--- src/rtl/trig_pkg.sv ---
// trig_pkg: shared widths, types and saturating add for the trigger input conditioner
package trig_pkg;
    localparam int NCH    = 16;
    localparam int DLY_W  = 3;
    localparam int HOLD_W = 8;
    localparam int DEPTH  = 1 << DLY_W;
    typedef logic [DLY_W-1:0] dly_t;
    typedef logic [31:0] rate_t;
    function automatic rate_t sat_add(input rate_t a, input logic b);
        return (b && a != '1) ? a + 32'd1 : a;
    endfunction
endpackage

--- src/rtl/trig_chan_cond.sv ---
// trig_chan_cond: sync, edge detect, holdoff, deskew delay and gated rate count for one channel
module trig_chan_cond
    import trig_pkg::*;
(
    input  logic              clk_adc,
    input  logic              rst,
    input  logic              coax,
    input  logic              en,
    input  logic [DLY_W-1:0]  dly,
    input  logic [HOLD_W-1:0] holdoff,
    input  logic              wrap,
    output logic              trig,
    output logic [31:0]       snap
);
    logic [2:0] s;
    logic [HOLD_W-1:0] hold_cnt;
    logic [DEPTH-1:0] dl;
    dly_t tap;
    rate_t cnt;
    logic rise, acc;
    always_comb begin
        tap = dly;
        rise = s[1] & ~s[2];
        acc = rise & en & (hold_cnt == '0);
    end
    // holdoff gates the edge before the delay line, so dead time is in input time
    always_ff @(posedge clk_adc) begin
        if (rst) begin
            s <= '0;
            hold_cnt <= '0;
            dl <= '0;
            trig <= 1'b0;
            cnt <= '0;
            snap <= '0;
        end else begin
            s <= {s[1:0], coax};
            hold_cnt <= acc ? holdoff : (hold_cnt != '0 ? hold_cnt - 1'b1 : hold_cnt);
            dl <= {dl[DEPTH-2:0], acc};
            trig <= dl[tap];
            cnt <= wrap ? '0 : sat_add(cnt, acc);
            if (wrap) snap <= sat_add(cnt, acc);
        end
    end
endmodule

--- src/rtl/trig_in_conditioner.sv ---
// trig_in_conditioner: per-channel coax trigger conditioning with gated rate readback
module trig_in_conditioner
    import trig_pkg::*;
#(
    parameter int GATE_LOG2 = 25
) (
    input  logic                   clk_adc,
    input  logic                   rst,
    input  logic [NCH-1:0]         coax_in,
    input  logic [NCH-1:0]         chan_mask,
    input  logic [NCH*DLY_W-1:0]   delay_set,
    input  logic [HOLD_W-1:0]      holdoff,
    input  logic [3:0]             rate_sel,
    output logic [NCH-1:0]         trig_out,
    output logic [31:0]            rate_out,
    output logic                   rate_valid
);
    logic [GATE_LOG2-1:0] gate;
    logic wrap;
    rate_t snap [NCH];
    assign wrap = &gate;
    for (genvar i = 0; i < NCH; i++) begin : g_chan
        trig_chan_cond u_chan (
            .clk_adc (clk_adc),
            .rst     (rst),
            .coax    (coax_in[i]),
            .en      (chan_mask[i]),
            .dly     (delay_set[i*DLY_W +: DLY_W]),
            .holdoff (holdoff),
            .wrap    (wrap),
            .trig    (trig_out[i]),
            .snap    (snap[i])
        );
    end
    always_ff @(posedge clk_adc) begin
        if (rst) begin
            gate <= '0;
            rate_valid <= 1'b0;
            rate_out <= '0;
        end else begin
            gate <= gate + 1'b1;
            rate_valid <= wrap;
            rate_out <= snap[rate_sel];
        end
    end
endmodule

--- config.mk ---
export PLATFORM = sky130hd
export DESIGN_NAME = trig_in_conditioner
export DESIGN_NICKNAME = d
export VERILOG_FILES = /design/src/rtl/trig_pkg.sv /design/src/rtl/trig_chan_cond.sv /design/src/rtl/trig_in_conditioner.sv
export SDC_FILE = /design/constraint.sdc
export NUM_CORES = 2
export LEC_CHECK = 0
export CORE_UTILIZATION = 37
export CTS_BUF_LIST = sky130_fd_sc_hd__clkbuf_4 sky130_fd_sc_hd__clkbuf_8 sky130_fd_sc_hd__clkbuf_16
export DETAILED_ROUTE_END_ITERATION = 8
export PLACE_DENSITY_LB_ADDON = 0.2
export SYNTH_ARGS = -nofsm -noshare
export SYNTH_HDL_FRONTEND = slang
export SYNTH_SLANG_ARGS = --single-unit
export TNS_END_PERCENT = 20
--- constraint.sdc ---
create_clock -name clk_adc -period 7.85 [get_ports clk_adc]
set_input_delay 1.1775 -clock clk_adc [delete_from_list [all_inputs] [get_ports clk_adc]]
set_output_delay 1.1775 -clock clk_adc [all_outputs]
set_load 0.02 [all_outputs]
==> impl_metrics.env <==
export IMPL_ant_nets=0
export IMPL_clock_path_buffers=3
export IMPL_fmax_ghz=0.235
export IMPL_critical_path_cell_chain="ha_1, nand4_1, nor4_2, nand4_1, or2_4, buf_4, buf_4, o21ai_0"
export IMPL_grt_setup_unrepaired="no"
export IMPL_r2r_cells=8
export IMPL_first_iter_violations=3466
export IMPL_crit_slowest_cell="nor4_2"
export IMPL_root_buffer="clkbuf_16"
export IMPL_p_comb_frac=0.118
export IMPL_skew_ns=0.0375
export IMPL_drv_cap=0
export IMPL_die_area_um2=158000
export IMPL_wl_per_cell_um=19.9
export IMPL_cts_buffers=155
export IMPL_worstSetupStartpointType="flop"
export IMPL_fp_dieH_um=398
export IMPL_critPathRequiredTime_ns=8.55
export IMPL_slew_headroom=0.163
export IMPL_syn_instance_count=6290
export IMPL_vias=44975
export IMPL_arrival_ns=4.96
export IMPL_setup_viol=0
export IMPL_core_um2=155000
export IMPL_htree_num_levels=4
export IMPL_gp_congestion=0.914
export IMPL_path_max_fanout=104
export IMPL_holdCritPathClass="flop to flop"
export IMPL_fillers=15025
export IMPL_portBuffers=142
export IMPL_synth_avg_cell_area_um2=9.22
export IMPL_grt_max_degree=188
export IMPL_drt_first_pass_iters=6
export IMPL_critPathKind="flop to flop"
export IMPL_synth_edf_count=0
export IMPL_die_w_um=398
export IMPL_clockPowerShare=0.441
export IMPL_vias_per_cell=5.31
export IMPL_min_period_over_period=0.543
export IMPL_worst_pin_slew_ns=1.25
export IMPL_status="completed"
export IMPL_synthArstFlopShare=0
export IMPL_fin_ws_ns=3.59
export IMPL_syn_area_um2=58000
export IMPL_row_count=144
export IMPL_synth_ff_type="dfxtp_1"
export IMPL_pwr_share_seq=0.441
export IMPL_synth_seq_area_share=0.484
export IMPL_grt_pass1_wl_um=257000
export IMPL_final_common_cell="dfxtp_1"
export IMPL_postCtsSetupBuffers=0
export IMPL_syn_to_final_growth_pct=14.8
export IMPL_vdd_drop_max_v=0.000211
export IMPL_max_stage_delay_ns=0.70
export IMPL_overflow=0
export IMPL_ys_warn_count=0
export IMPL_pin_count=143
export IMPL_final_setup_tns_ns=0
export IMPL_ctsHoldBuffers=0
export IMPL_final_layout_size_suffix_gt1_frac=0.0912
export IMPL_clock_sinks=1402
export IMPL_antenna_found_initial=14
export IMPL_cts_tree="done"
export IMPL_synthDistinctLibCells=73
export IMPL_final_cell_mix="dfxtp_1 (1402), nor2_1 (798), nand2_1 (756)"
export IMPL_grt_pass1_vias=42589
export IMPL_power_switching_mw=4.52
export IMPL_ys_seq_elements=1402
export IMPL_cp_end_kind="flop"
export IMPL_grt_use_total=0.210
export IMPL_path_clk_slew_ns=0.06
export IMPL_finalHoldViolCount=0
export IMPL_nets=6424
export IMPL_leakagePower_nw=23.0
export IMPL_syn_nets=6417
export IMPL_period_needed_ns=4.26
export IMPL_post_cts_resized=0
export IMPL_internal_power_mw=12.8
export IMPL_place_hpwl_um=119000
export IMPL_clock_latency_ns=0.79
export IMPL_p_per_area_nw_per_um2=260
export IMPL_worstHoldPathCells=1
export IMPL_netSwitchingFraction=0.261
export IMPL_drc=0
export IMPL_slew_viol_final=0
export IMPL_start_util=0.375
export IMPL_pre_cts_slack_ns=3.29
export IMPL_routed_wl_um=169000
[cells by family after synthesis]
family                   share of synthesized area
AND/OR/NAND/NOR                              0.237
flip-flops                                   0.484
AO/OA/AOI/OAI                               0.0752
XOR/XNOR                                    0.0870
buffers and inverters                       0.0291
multiplexers                                0.0808
adder cells (fa/ha/maj)                    0.00712
[Yosys cell counts (all sizes together), types with 111 or more instances]
cell,number,share of area
nor3,175,0.015
xnor2,246,0.037
nor2b,198,0.021
nor2,798,0.052
xor2,330,0.050
clkbuf,302,0.020
mux4,192,0.075
nand2,756,0.049
nand3,247,0.021
dfxtp,1402,0.48
o21ai,531,0.046
a21oi,111,0.0096
nand4,257,0.028
[cell type report]
type,instances,area [µm²],share of cell area
Clock buffer,226,4630,0.0695
Timing Repair Buffer,198,1880,0.0282
Multi-Input combinational cell,4465,28300,0.426
Tap cell,2044,2560,0.0384
Antenna cell,5,12.5,0.000188
Sequential cell,1402,28100,0.422
Inverter,75,282,0.00423
Clock inverter,59,817,0.0123
[metrics by stage]
step / hold WS, ns / instances / total power [mW] / util / cell area [µm²]
floorplan: 0.414 / 6290 / 9.39 / - / 58000
global placement: 0.419 / 8184 / 9.78 / 0.395 / 61100
detailed placement: 0.424 / 8184 / 9.82 / 0.395 / 61100
CTS: 0.423 / 8469 / 17.5 / 0.430 / 66600
global route: 0.449 / 8469 / 18.1 / 0.430 / 66600
finish: 0.432 / 8474 / 17.3 / 0.430 / 66600
[worst max-delay path: cells and delay by family, from the launching register on]
kind / cells / cell delay, ns
AO/OA/AOI/OAI: 1 / 0.31
buffers and inverters: 2 / 0.92
flip-flops: 1 / 0.37
adder cells (fa/ha/maj): 1 / 0.22
AND/OR/NAND/NOR: 4 / 2.24
[registers in the layout, summed over array words and instances (netlist names)]
| register | cells |
|---|---|
| g_chan.u_chan.trig | 16 |
| g_chan.u_chan.cnt | 512 |
| g_chan.u_chan.s | 48 |
| rate_out | 32 |
| g_chan.u_chan.dl | 128 |
| g_chan.u_chan.snap | 512 |
| g_chan.u_chan.hold_cnt | 128 |
| rate_valid | 1 |
| gate | 25 |
[per-layer routing]
metal	vias to the layer above	global-route usage	wire length [µm]
met4	8	0.0725	5380
met5	-	0	46
met1	21850	0.284	77200
met3	235	0.0324	8040
met2	972	0.339	78000
li1	21910	-	-
[power groups by stage]
stage	Combinational (mW)	Sequential, mW	Clock (mW)
6_report	2.04	7.64	7.64
3_3_place_gp	2.00	7.79	0
4_1_cts	2.04	7.64	7.81
3_5_place_dp	2.03	7.79	0
2_1_floorplan	1.66	7.73	0
5_1_grt	2.31	7.68	8.12
[final timing paths]
kind / from / to / slack [ns]
worst max register to register: gate[0]$_SDFF_PP0_ / g_chan[3].u_chan.snap[11]$_SDFFE_PP0P_ / 3.59
worst min-delay path: g_chan[0].u_chan.s[0]$_SDFF_PP0_ / g_chan[0].u_chan.s[1]$_SDFF_PP0_ / 0.43
worst max-delay path: gate[0]$_SDFF_PP0_ / g_chan[3].u_chan.snap[11]$_SDFFE_PP0P_ / 3.59
worst min register to register: g_chan[0].u_chan.s[0]$_SDFF_PP0_ / g_chan[0].u_chan.s[1]$_SDFF_PP0_ / 0.43
No activity file was read; power rests on OpenSTA's default activity.
